[src/rtl/spi_master_frame_pkg.sv]
// Shared state type, SPI mode constants and sizing helpers for spi_master_frame.
package spi_master_frame_pkg;

   localparam bit CPOL_DEFAULT = 1'b0;
   localparam bit CPHA         = 1'b0;

   typedef enum logic [3:0] {
      S_IDLE, S_CS_SETUP, S_CMD, S_ADDR, S_DUMMY, S_TX, S_RX, S_CS_HOLD, S_CS_GAP
   } state_t;

   function automatic int unsigned max_u(input int unsigned a, input int unsigned b);
      return (a > b) ? a : b;
   endfunction

   function automatic int unsigned cnt_width(input int unsigned com_w, input int unsigned addr_w,
                                             input int unsigned data_w, input int unsigned dummy_w);
      return $clog2(max_u(max_u(com_w, addr_w), max_u(data_w, 32'd1 << dummy_w)) + 1);
   endfunction

endpackage

[src/rtl/spi_master_frame_sclk_gen.sv]
// SCLK clock-enable divider: half-period ticks, leading/trailing edge strobes, sclk level.
module spi_sclk_gen #(
   parameter int unsigned CLK_DIV = 2,
   parameter bit          CPOL    = 1'b0
) (
   input  logic clk,
   input  logic rst_n,
   input  logic run,
   input  logic en,
   output logic half_tick,
   output logic lead_tick,
   output logic trail_tick,
   output logic sclk
);

   localparam int unsigned DW = (CLK_DIV > 1) ? $clog2(CLK_DIV) : 1;

   logic [DW-1:0] div_cnt;

   assign half_tick  = run && (div_cnt == DW'(CLK_DIV - 1));
   assign lead_tick  = half_tick && en && (sclk == CPOL);
   assign trail_tick = half_tick && en && (sclk != CPOL);

   always_ff @(posedge clk) begin
      if (!rst_n) begin
         div_cnt <= '0;
         sclk    <= CPOL;
      end else begin
         div_cnt <= (!run || half_tick) ? '0 : div_cnt + 1'b1;
         sclk    <= en ? (half_tick ? ~sclk : sclk) : CPOL;
      end
   end

endmodule

[src/rtl/spi_master_frame.sv]
// SPI flash master: one frame per request (command, optional address, dummy, TX, RX), CPHA 0.
module spi_master_frame
   import spi_master_frame_pkg::*;
#(
   parameter int unsigned DATA_W  = 32,
   parameter int unsigned ADDR_W  = 24,
   parameter int unsigned COM_W   = 8,
   parameter int unsigned DUMMY_W = 4,
   parameter int unsigned CLK_DIV = 2,
   parameter bit          CPOL    = CPOL_DEFAULT
) (
   input  logic                        clk,
   input  logic                        rst_n,
   input  logic                        cmd_valid,
   output logic                        cmd_ready,
   input  logic [COM_W-1:0]            command,
   input  logic [ADDR_W-1:0]           address,
   input  logic [DATA_W-1:0]           data_in,
   input  logic                        has_addr,
   input  logic [DUMMY_W-1:0]          dummy_cycles,
   input  logic [$clog2(DATA_W+1)-1:0] tx_bits,
   input  logic [$clog2(DATA_W+1)-1:0] rx_bits,
   output logic [DATA_W-1:0]           data_out,
   output logic                        rvalid,
   output logic                        busy,
   output logic                        sclk,
   output logic                        ss,
   output logic                        mosi,
   input  logic                        miso
);

   localparam int unsigned LW = $clog2(DATA_W + 1);
   localparam int unsigned CW = cnt_width(COM_W, ADDR_W, DATA_W, DUMMY_W);
   localparam int unsigned SW = max_u(max_u(COM_W, ADDR_W), DATA_W);

   state_t              state;
   state_t              nxt_state;
   logic [CW-1:0]       bit_cnt, nxt_len;
   logic [SW-1:0]       tx_sh, nxt_word;
   logic [COM_W-1:0]    command_q;
   logic [ADDR_W-1:0]   address_q;
   logic [DATA_W-1:0]   data_q, rx_acc;
   logic                has_addr_q, rx_done;
   logic [DUMMY_W-1:0]  dummy_q;
   logic [LW-1:0]       tx_q, rx_q;
   logic                half_tick, lead_tick, trail_tick, bit_phase;

   assign bit_phase = state inside {S_CMD, S_ADDR, S_DUMMY, S_TX, S_RX};

   spi_sclk_gen #(.CLK_DIV(CLK_DIV), .CPOL(CPOL)) u_sclk_gen (
      .clk        (clk),
      .rst_n      (rst_n),
      .run        (state != S_IDLE),
      .en         (bit_phase),
      .half_tick  (half_tick),
      .lead_tick  (lead_tick),
      .trail_tick (trail_tick),
      .sclk       (sclk)
   );

   // Next non-empty phase after the current one; empty phases fall through in the same cycle.
   always_comb begin
      nxt_state = S_CS_HOLD;
      nxt_len   = '0;
      nxt_word  = '0;
      if (state == S_CS_SETUP) begin
         nxt_state = S_CMD;
         nxt_len   = CW'(COM_W);
         nxt_word  = SW'(command_q) << (SW - COM_W);
      end else if (state == S_CMD && has_addr_q) begin
         nxt_state = S_ADDR;
         nxt_len   = CW'(ADDR_W);
         nxt_word  = SW'(address_q) << (SW - ADDR_W);
      end else if ((state inside {S_CMD, S_ADDR}) && dummy_q != '0) begin
         nxt_state = S_DUMMY;
         nxt_len   = CW'(dummy_q);
      end else if ((state inside {S_CMD, S_ADDR, S_DUMMY}) && tx_q != '0) begin
         nxt_state = S_TX;
         nxt_len   = CW'(tx_q);
         nxt_word  = SW'(data_q) << (SW - DATA_W);
      end else if ((state inside {S_CMD, S_ADDR, S_DUMMY, S_TX}) && rx_q != '0) begin
         nxt_state = S_RX;
         nxt_len   = CW'(rx_q);
      end
   end

   always_ff @(posedge clk) begin
      if (!rst_n) begin
         state      <= S_IDLE;
         cmd_ready  <= 1'b0;
         busy       <= 1'b0;
         ss         <= 1'b1;
         mosi       <= 1'b0;
         data_out   <= '0;
         rvalid     <= 1'b0;
         rx_done    <= 1'b0;
         rx_acc     <= '0;
         bit_cnt    <= '0;
         tx_sh      <= '0;
         command_q  <= '0;
         address_q  <= '0;
         data_q     <= '0;
         has_addr_q <= 1'b0;
         dummy_q    <= '0;
         tx_q       <= '0;
         rx_q       <= '0;
      end else begin
         rvalid <= 1'b0;
         if (rx_done) begin
            data_out <= rx_acc;
            rvalid   <= 1'b1;
            rx_done  <= 1'b0;
         end
         case (state)
            S_IDLE: begin
               cmd_ready <= 1'b1;
               if (cmd_valid && cmd_ready) begin
                  command_q  <= command;
                  address_q  <= address;
                  data_q     <= data_in;
                  has_addr_q <= has_addr;
                  dummy_q    <= dummy_cycles;
                  tx_q       <= (tx_bits > LW'(DATA_W)) ? LW'(DATA_W) : tx_bits;
                  rx_q       <= (rx_bits > LW'(DATA_W)) ? LW'(DATA_W) : rx_bits;
                  rx_acc     <= '0;
                  cmd_ready  <= 1'b0;
                  busy       <= 1'b1;
                  ss         <= 1'b0;
                  state      <= S_CS_SETUP;
               end
            end
            S_CS_SETUP: if (half_tick) begin
               state   <= nxt_state;
               bit_cnt <= nxt_len;
               mosi    <= nxt_word[SW-1];
               tx_sh   <= nxt_word << 1;
            end
            S_CS_HOLD: if (half_tick) begin
               state <= S_CS_GAP;
               ss    <= 1'b1;
            end
            S_CS_GAP: if (half_tick) begin
               state     <= S_IDLE;
               busy      <= 1'b0;
               cmd_ready <= 1'b1;
            end
            default: begin
               if (lead_tick && state == S_RX) begin
                  rx_acc <= {rx_acc[DATA_W-2:0], miso};
                  if (bit_cnt == CW'(1)) rx_done <= 1'b1;
               end
               if (trail_tick) begin
                  if (bit_cnt == CW'(1)) begin
                     state   <= nxt_state;
                     bit_cnt <= nxt_len;
                     mosi    <= nxt_word[SW-1];
                     tx_sh   <= nxt_word << 1;
                  end else begin
                     bit_cnt <= bit_cnt - 1'b1;
                     mosi    <= tx_sh[SW-1];
                     tx_sh   <= tx_sh << 1;
                  end
               end
            end
         endcase
      end
   end

endmodule

[config.mk]
export PLATFORM = sky130hd
export DESIGN_NAME = spi_master_frame
export DESIGN_NICKNAME = d
export VERILOG_FILES = /design/src/rtl/spi_master_frame_pkg.sv /design/src/rtl/spi_master_frame_sclk_gen.sv /design/src/rtl/spi_master_frame.sv
export SDC_FILE = /design/constraint.sdc
export NUM_CORES = 1
export LEC_CHECK = 0
export CELL_PAD_IN_SITES_DETAIL_PLACEMENT = 1
export CELL_PAD_IN_SITES_GLOBAL_PLACEMENT = 2
export CORE_AREA = 4 4 173 159
export CTS_CLUSTER_SIZE = 14
export DETAILED_ROUTE_END_ITERATION = 10
export DIE_AREA = 0 0 177 163
export GPL_ROUTABILITY_DRIVEN = 0
export MAX_ROUTING_LAYER = met4
export PLACE_DENSITY_LB_ADDON = 0.1
export SYNTH_ARGS = -nofsm -noshare
export SYNTH_HDL_FRONTEND = slang
export SYNTH_HIERARCHICAL = 1
export SYNTH_SLANG_ARGS = --single-unit
[constraint.sdc]
create_clock -name clk -period 3.11 [get_ports clk]
set_input_delay 0.4665 -clock clk [delete_from_list [all_inputs] [get_ports clk]]
set_output_delay 0.4665 -clock clk [all_outputs]
set_load 0.1 [all_outputs]
---- Word-level counts from Yosys, hierarchy flattened ----
Cells that the tools add are included.
storage, ports and cells
  output and inout bits ................... 38
  register bits after elaboration ......... 195
  word-level logic and storage cells ...... 129
  RAM bits ................................ 0
  memory bits (read-only) ................. 0
  latch bits .............................. 0
  memories ................................ 0
  input port bits ......................... 85
operators by class
  reductions and logical operators ........ 39
  equality and inequality tests ........... 13
  add/subtract/negate cells ............... 2
  $mul .................................... 0
  $lt $le $gt $ge ......................... 2
  bitwise logic cells ..................... 5
  shift operators ......................... 0
  multiplexer cells ....................... 48
  divide/modulo/power cells ............... 0
operator list
  operator                                                                 number
  32-bit 2-to-1 mux                                                        9
  32-bit one-hot mux with 2 select lines                                   2
  6-bit 2-to-1 mux                                                         10
  4-bit 2-to-1 mux                                                         8
  4-bit by 3-bit == test with 1-bit output, second input constant          4
  4-bit one-hot mux with 4 select lines                                    1
  5-bit nonzero test                                                       3
  6-bit > comparator, second input constant                                2
  6-bit one-hot mux with 2 select lines                                    1
  3-bit AND reduction                                                      4
  4-bit nonzero test                                                       3
  6-bit nonzero test                                                       2
  1-bit 2-to-1 mux                                                         11
  1-bit logical AND                                                        10
  2-bit nonzero test                                                       5
  4-bit by 2-bit == test with 1-bit output, second input constant          2
  1-bit one-hot mux with 2 select lines                                    4
  6-bit by 1-bit == test with 1-bit output, second input constant          1
  2-bit by 1-bit inequality test with 1-bit output, second input constant  3
  2-bit AND reduction                                                      3
  6-bit AND reduction                                                      1
  3-bit OR reduction                                                       2
  6-bit OR reduction                                                       1
  6-bit by 1-bit subtractor with 6-bit output, second input constant       1
  other kinds (11)                                                         16

---- Longest topological paths before layout ----
  depth in word-level cells ............... 11
  mapped depth ............................ 11
  depth with buffers taken out ............ 9

---- By module ----
Netlist, hierarchy kept.
by module, submodules not included
  module            cells an instance  sequential area each (um^2)  times used  area each (um^2)
  spi_master_frame  947                3843.7                       1           8029.0
  spi_sclk_gen      12                 40.0                         1           97.6

---- Worst setup path before layout ----
Ideal clock, no wire load.
  kind .................................... flip-flop to flip-flop
  from .................................... reg state[3]
  to ...................................... reg tx_sh[6]
  data arrival time ....................... 2.460 ns
  library setup time ...................... 0.132 ns
  data required time ...................... 2.978 ns
  setup slack ............................. 0.518 ns
  path buffers ............................ 3
  clock period less this slack ............ 2.592 ns
  cell stages (with the launch flop) ...... 11
  cells stage by stage .................... dfxtp_1 -> clkbuf_8 -> clkbuf_1 -> nand2b_1 -> and2_4 -> or4b_1 -> a21boi_2 -> nor2_1 -> buf_2 -> a222oi_1 -> nor3_1
between the ends
  elaborated cells between the ends (all ways) .. 32
  those cells by class .................... eq/ne: 9; mux: 8; bitwise: 1; reduce/logical: 14
RTL lines
  item                                    line                             RTL
  start: declaration                      spi_master_frame.sv:36           state_t state;
  start signal: assignment                spi_master_frame.sv:133          state <= nxt_state;
  start signal: assignment                spi_master_frame.sv:154          state <= nxt_state;
  4-bit nonzero test *                    spi_master_frame.sv:53           .run (state != S_IDLE),
  1-bit logical AND *                     spi_master_frame_sclk_gen.sv:20  assign half_tick = run && (div_cnt == DW'(CLK_DIV - 1));
  via half_tick                           spi_master_frame.sv:46           logic half_tick, lead_tick, trail_tick, bit_phase;
  1-bit logical AND (2 in a row)          spi_master_frame_sclk_gen.sv:22  assign trail_tick = half_tick && en && (sclk != CPOL);
  2-bit nonzero test (no source line)     -
  3-bit AND reduction (no source line) *  -
  end signal: assignment                  spi_master_frame.sv:136          tx_sh <= nxt_word << 1;
  end signal: assignment                  spi_master_frame.sv:157          tx_sh <= nxt_word << 1;
  end signal: assignment                  spi_master_frame.sv:161          tx_sh <= tx_sh << 1;
  end: declaration                        spi_master_frame.sv:39           logic [SW-1:0] tx_sh, nxt_word;
The timed path passes the listed nets; every way through them passes the cells marked *. The select of a mux whose other input is x is not followed.
A chain may end at the register's enable or synchronous reset.

---- Worst setup path in the final report ----
  from .................................... reg state[1]
  to ...................................... reg bit_cnt[0]
between the ends
  elaborated cells between the ends (all ways) .. 35
  those cells by class .................... eq/ne: 9; mux: 9; bitwise: 1; reduce/logical: 16
RTL lines
  item                                                                                                         line                             RTL
  4-bit by 2-bit == test with 1-bit output / 4-bit by 3-bit == test with 1-bit output (equally long branches)  spi_master_frame.sv:48           assign bit_phase = state inside {S_CMD, S_ADDR, S_DUMMY, S_TX, S_RX};
  5-bit nonzero test *                                                                                         spi_master_frame.sv:48
  via bit_phase                                                                                                spi_master_frame.sv:46
  1-bit logical AND * (2 in a row)                                                                             spi_master_frame_sclk_gen.sv:22
  via trail_tick                                                                                               spi_master_frame.sv:46
  2-bit nonzero test (no source line) *                                                                        -
  3-bit AND reduction (no source line) *                                                                       -
  end signal: assignment                                                                                       spi_master_frame.sv:134          bit_cnt <= nxt_len;
  end signal: assignment                                                                                       spi_master_frame.sv:155          bit_cnt <= nxt_len;
  end signal: assignment                                                                                       spi_master_frame.sv:159          bit_cnt <= bit_cnt - 1'b1;
  end: declaration                                                                                             spi_master_frame.sv:38           logic [CW-1:0] bit_cnt, nxt_len;
Marked as above.

==> metrics.md <==
| Metric | Value |
|---|---|
| Pwr/cell area | `654 nW/um2` |
| Synth Register Bits | `194` |
| Syn avg cell area | `8.47 um2` |
| DRT iter0 DRCs | `341` |
| Fmax achieved | `391 MHz` |
| Reg2reg start | `state[1]$_SDFFE_PN0P_` |
| TNS Setup | `0 ns` |
| Worst Hold Path Cells | `2` |
| Post-Syn Instances | `959` |
| Post-synth cell types | `68` |
| Worst hold start | `tx_sh[22]$_SDFFE_PN0P_` |
| Vias in the first global route | `7101` |
| DR top layer | `met4` |
| Vias | `6973` |
| Die X | `177 um` |
| Avg WL per Cell | `16.1 um` |
| Most frequent cells in the layout | `nand2_1, dfxtp_1, a21oi_1` |
| Cell Chain, Critical Path | `nor2_1, nor3_1, and3_1, nor3b_1, nor2_1, buf_12, o21ai_0, a221oi_1` |
| Ys async rst share | `0` |
| I/O pins | `123` |
| Clock sink count | `194` |
| Top FF cell, synth | `dfxtp_1` |
| Final setup margin | `0.555 ns` |
| Startpoint Class | `flip-flop` |
| Crit. End Element | `flip-flop` |
| Tmin final | `2.55 ns` |
| Slowest CP cell | `dfxtp_1` |
| Post-synth EDFFs | `0` |
| H-tree depth | `4` |
| Skew-Pair Late Insertion Delay | `0.44 ns` |
| Critical Path Source | `state[1]$_SDFFE_PN0P_` |
| Post-route design area | `10200 um2` |
| Setup Buffers After CTS | `0` |
| Post-route DRC | `0` |
| Commonest non-fill, non-tap cell in the layout | `nand2_1` |
| CTS tree | `done` |
| Buffers plus inverters on the worst setup path | `1` |
| CP Class | `flip-flop to flip-flop` |
| Die Ht | `163 um` |
| GRT Resource Usage Total | `0.162` |
| Worst EP arrival | `2.85 ns` |
| Fin crit share | `0.822` |
| Antenna-violating nets left | `0` |
| Max Root-Sink Buffers | `2` |
| Max Slew Vio Count | `0` |
| Met3 wire len | `567 um` |
| Worst R2R End | `bit_cnt[0]$_SDFFE_PN0P_` |
| Final std cells w/o fill | `1411` |
| Hold Path Sink | `tx_sh[22]$_SDFFE_PN0P_` |
| Hold Worst Slack | `0.449 ns` |
| PostCTS Resize Cnt | `0` |
| HPWL Detailed | `15400 um` |
| Largest net degree at the start of global routing | `112` |
| Peak supply drop | `313 uV` |
| Crit-path leading delay family | `simple AND/OR/NAND/NOR gates` |
| RSZ-0062 raised after global routing | `false` |
| Placed insts | `1379` |
| Hold crit path type | `flip-flop to flip-flop` |
| WL final | `22800 um` |
| IO Port Bufs | `122` |
| DRT Pass-1 Iters | `5` |
| Initial Util | `0.316` |
| First-pass GRT wire length | `37200 um` |
| Slowest stage delay, CP | `0.55 ns` |
| CTS Buf Count | `17` |
| Outcome | `complete, no violations` |
| Antenna cells | `0` |
| Via/cell ratio | `4.94` |
| Initial antenna violation count | `0` |
| Final setup viols | `0` |
| Worst slew margin | `0.261` |
| MaxCap Viol Count | `0` |
| Syn. warnings | `6` |
| Mapped Nets | `1046` |
| Met2 WL post-DR | `10600 um` |
| Full die area | `28900 um2` |
| Core area | `25700 um2` |
| FF-to-FF path depth | `8` |
| Clock root buffer | `clkbuf_16` |
| Rows | `56` |
| Worst-margin pin slew | `1.11 ns` |
| FF-to-FF setup slack | `0.56 ns` |
| Met1 WL | `11400 um` |
| Clk_skew | `0.0164 ns` |
| Seq/Total Area, Yosys | `0.478` |
| Mapped cell area | `8130 um2` |
| Crit Path Max Fanout | `26` |
| NumNets Final | `1137` |
| Required time of the worst setup path | `3.40 ns` |
| Gr ovfl total | `0` |
| Worst slack at placement | `0.522 ns` |
| Leak | `3.57 nW` |
| Share of layout cells above drive strength 1 | `0.132` |
| Hold buffers post-CTS | `0` |
| Synthesis-to-layout area growth | `25.2%` |
| Clock slew at reported path FFs | `0.08 ns` |
| Placed inst area | `9550 um2` |
| Final Hold Viols | `0` |
| Most numerous cell on the critical path | `nor2_1` |
-- synth_stat cells, drive strengths merged, types with 4 or more instances --
cell type,n,share of area
a211oi,4,0.0037
a21oi,139,0.086
a221o,8,0.011
a221oi,20,0.029
a222oi,7,0.0086
a32o,10,0.012
and2,5,0.0045
and3,7,0.0054
buf,28,0.024
clkbuf,50,0.028
dfxtp,194,0.48
inv,6,0.0028
mux2i,33,0.041
nand2,211,0.097
nand2b,4,0.0040
nand3,35,0.022
nand3b,4,0.0037
nor2,74,0.034
nor3,17,0.012
nor3b,14,0.014
nor4,5,0.0065
o21ai,39,0.024
-- power breakdown --
part	internal [mW]	switching [mW]
Sequential	2.67	0.159
Combinational	0.567	0.968
Clock	1.12	1.17
Total	4.36	2.30
-- per-layer routing --
metal	vias up	GRT usage
li1	3550	-
met1	3340	0.226
met2	72	0.253
met3	11	0.0248
met4	0	0.0327
met5	-	-
-- cells by family (layout without fill, tap and decap cells) --
logic type | count (synthesis) | after routing | share of synthesized area
and+or+nand+nor | 392 | 392 | 0.218
AOI/OAI and AO/OA | 252 | 252 | 0.204
DFF | 194 | 194 | 0.478
buffers and inverters | 84 | 188 | 0.0545
muxes | 33 | 33 | 0.0406
adders and majority gates | 2 | 2 | 0.00308
xor gates and xnor gates | 2 | 2 | 0.00216
-- worst min-delay path: stages, from the launching register on --
cell and delay, ns:
dfxtp_1 0.31, nand2_1 0.05, o21ai_1 0.05
-- layout make-up --
cell class                      instances  area, um2
Fill cell                            3034      15500
Sequential cell                       194       3880
Multi-Input combinational cell        681       3830
Timing Repair Buffer                  150       1370
Tap cell                              348        435
Clock buffer                           17        425
Clock inverter                         15        198
Inverter                                6       25.0
-- metrics by stage --
step | power [mW] | util
final | 6.66 | 0.396
after global routing | 7.06 | 0.396
after CTS | 6.78 | 0.396
after detailed placement | 4.45 | 0.371
after global placement | 4.44 | 0.371
after floorplan | 3.90 | -
-- worst max path at each step --
| stage | end | cells past startpoint |
|---|---|---|
| 2_1_floorplan | tx_sh[6]$_SDFFE_PN0P_ | 10 |
| 3_3_place_gp | data_q[16]$_SDFFE_PN0P_ | 6 |
| 3_5_place_dp | address_q[15]$_SDFFE_PN0P_ | 6 |
| 4_1_cts | tx_sh[30]$_SDFFE_PN0P_ | 8 |
| 5_1_grt | bit_cnt[0]$_SDFFE_PN0P_ | 8 |
| 6_report | bit_cnt[0]$_SDFFE_PN0P_ | 8 |
-- registers in the layout (all words and copies together), names as in the netlist, 6 cells and up --
register and cells:
data_out 32, data_q 32, rx_acc 32, tx_sh 31, address_q 24, command_q 8, bit_cnt 6, rx_q 6
tx_q 6
Power figures use the tool's default switching activity.
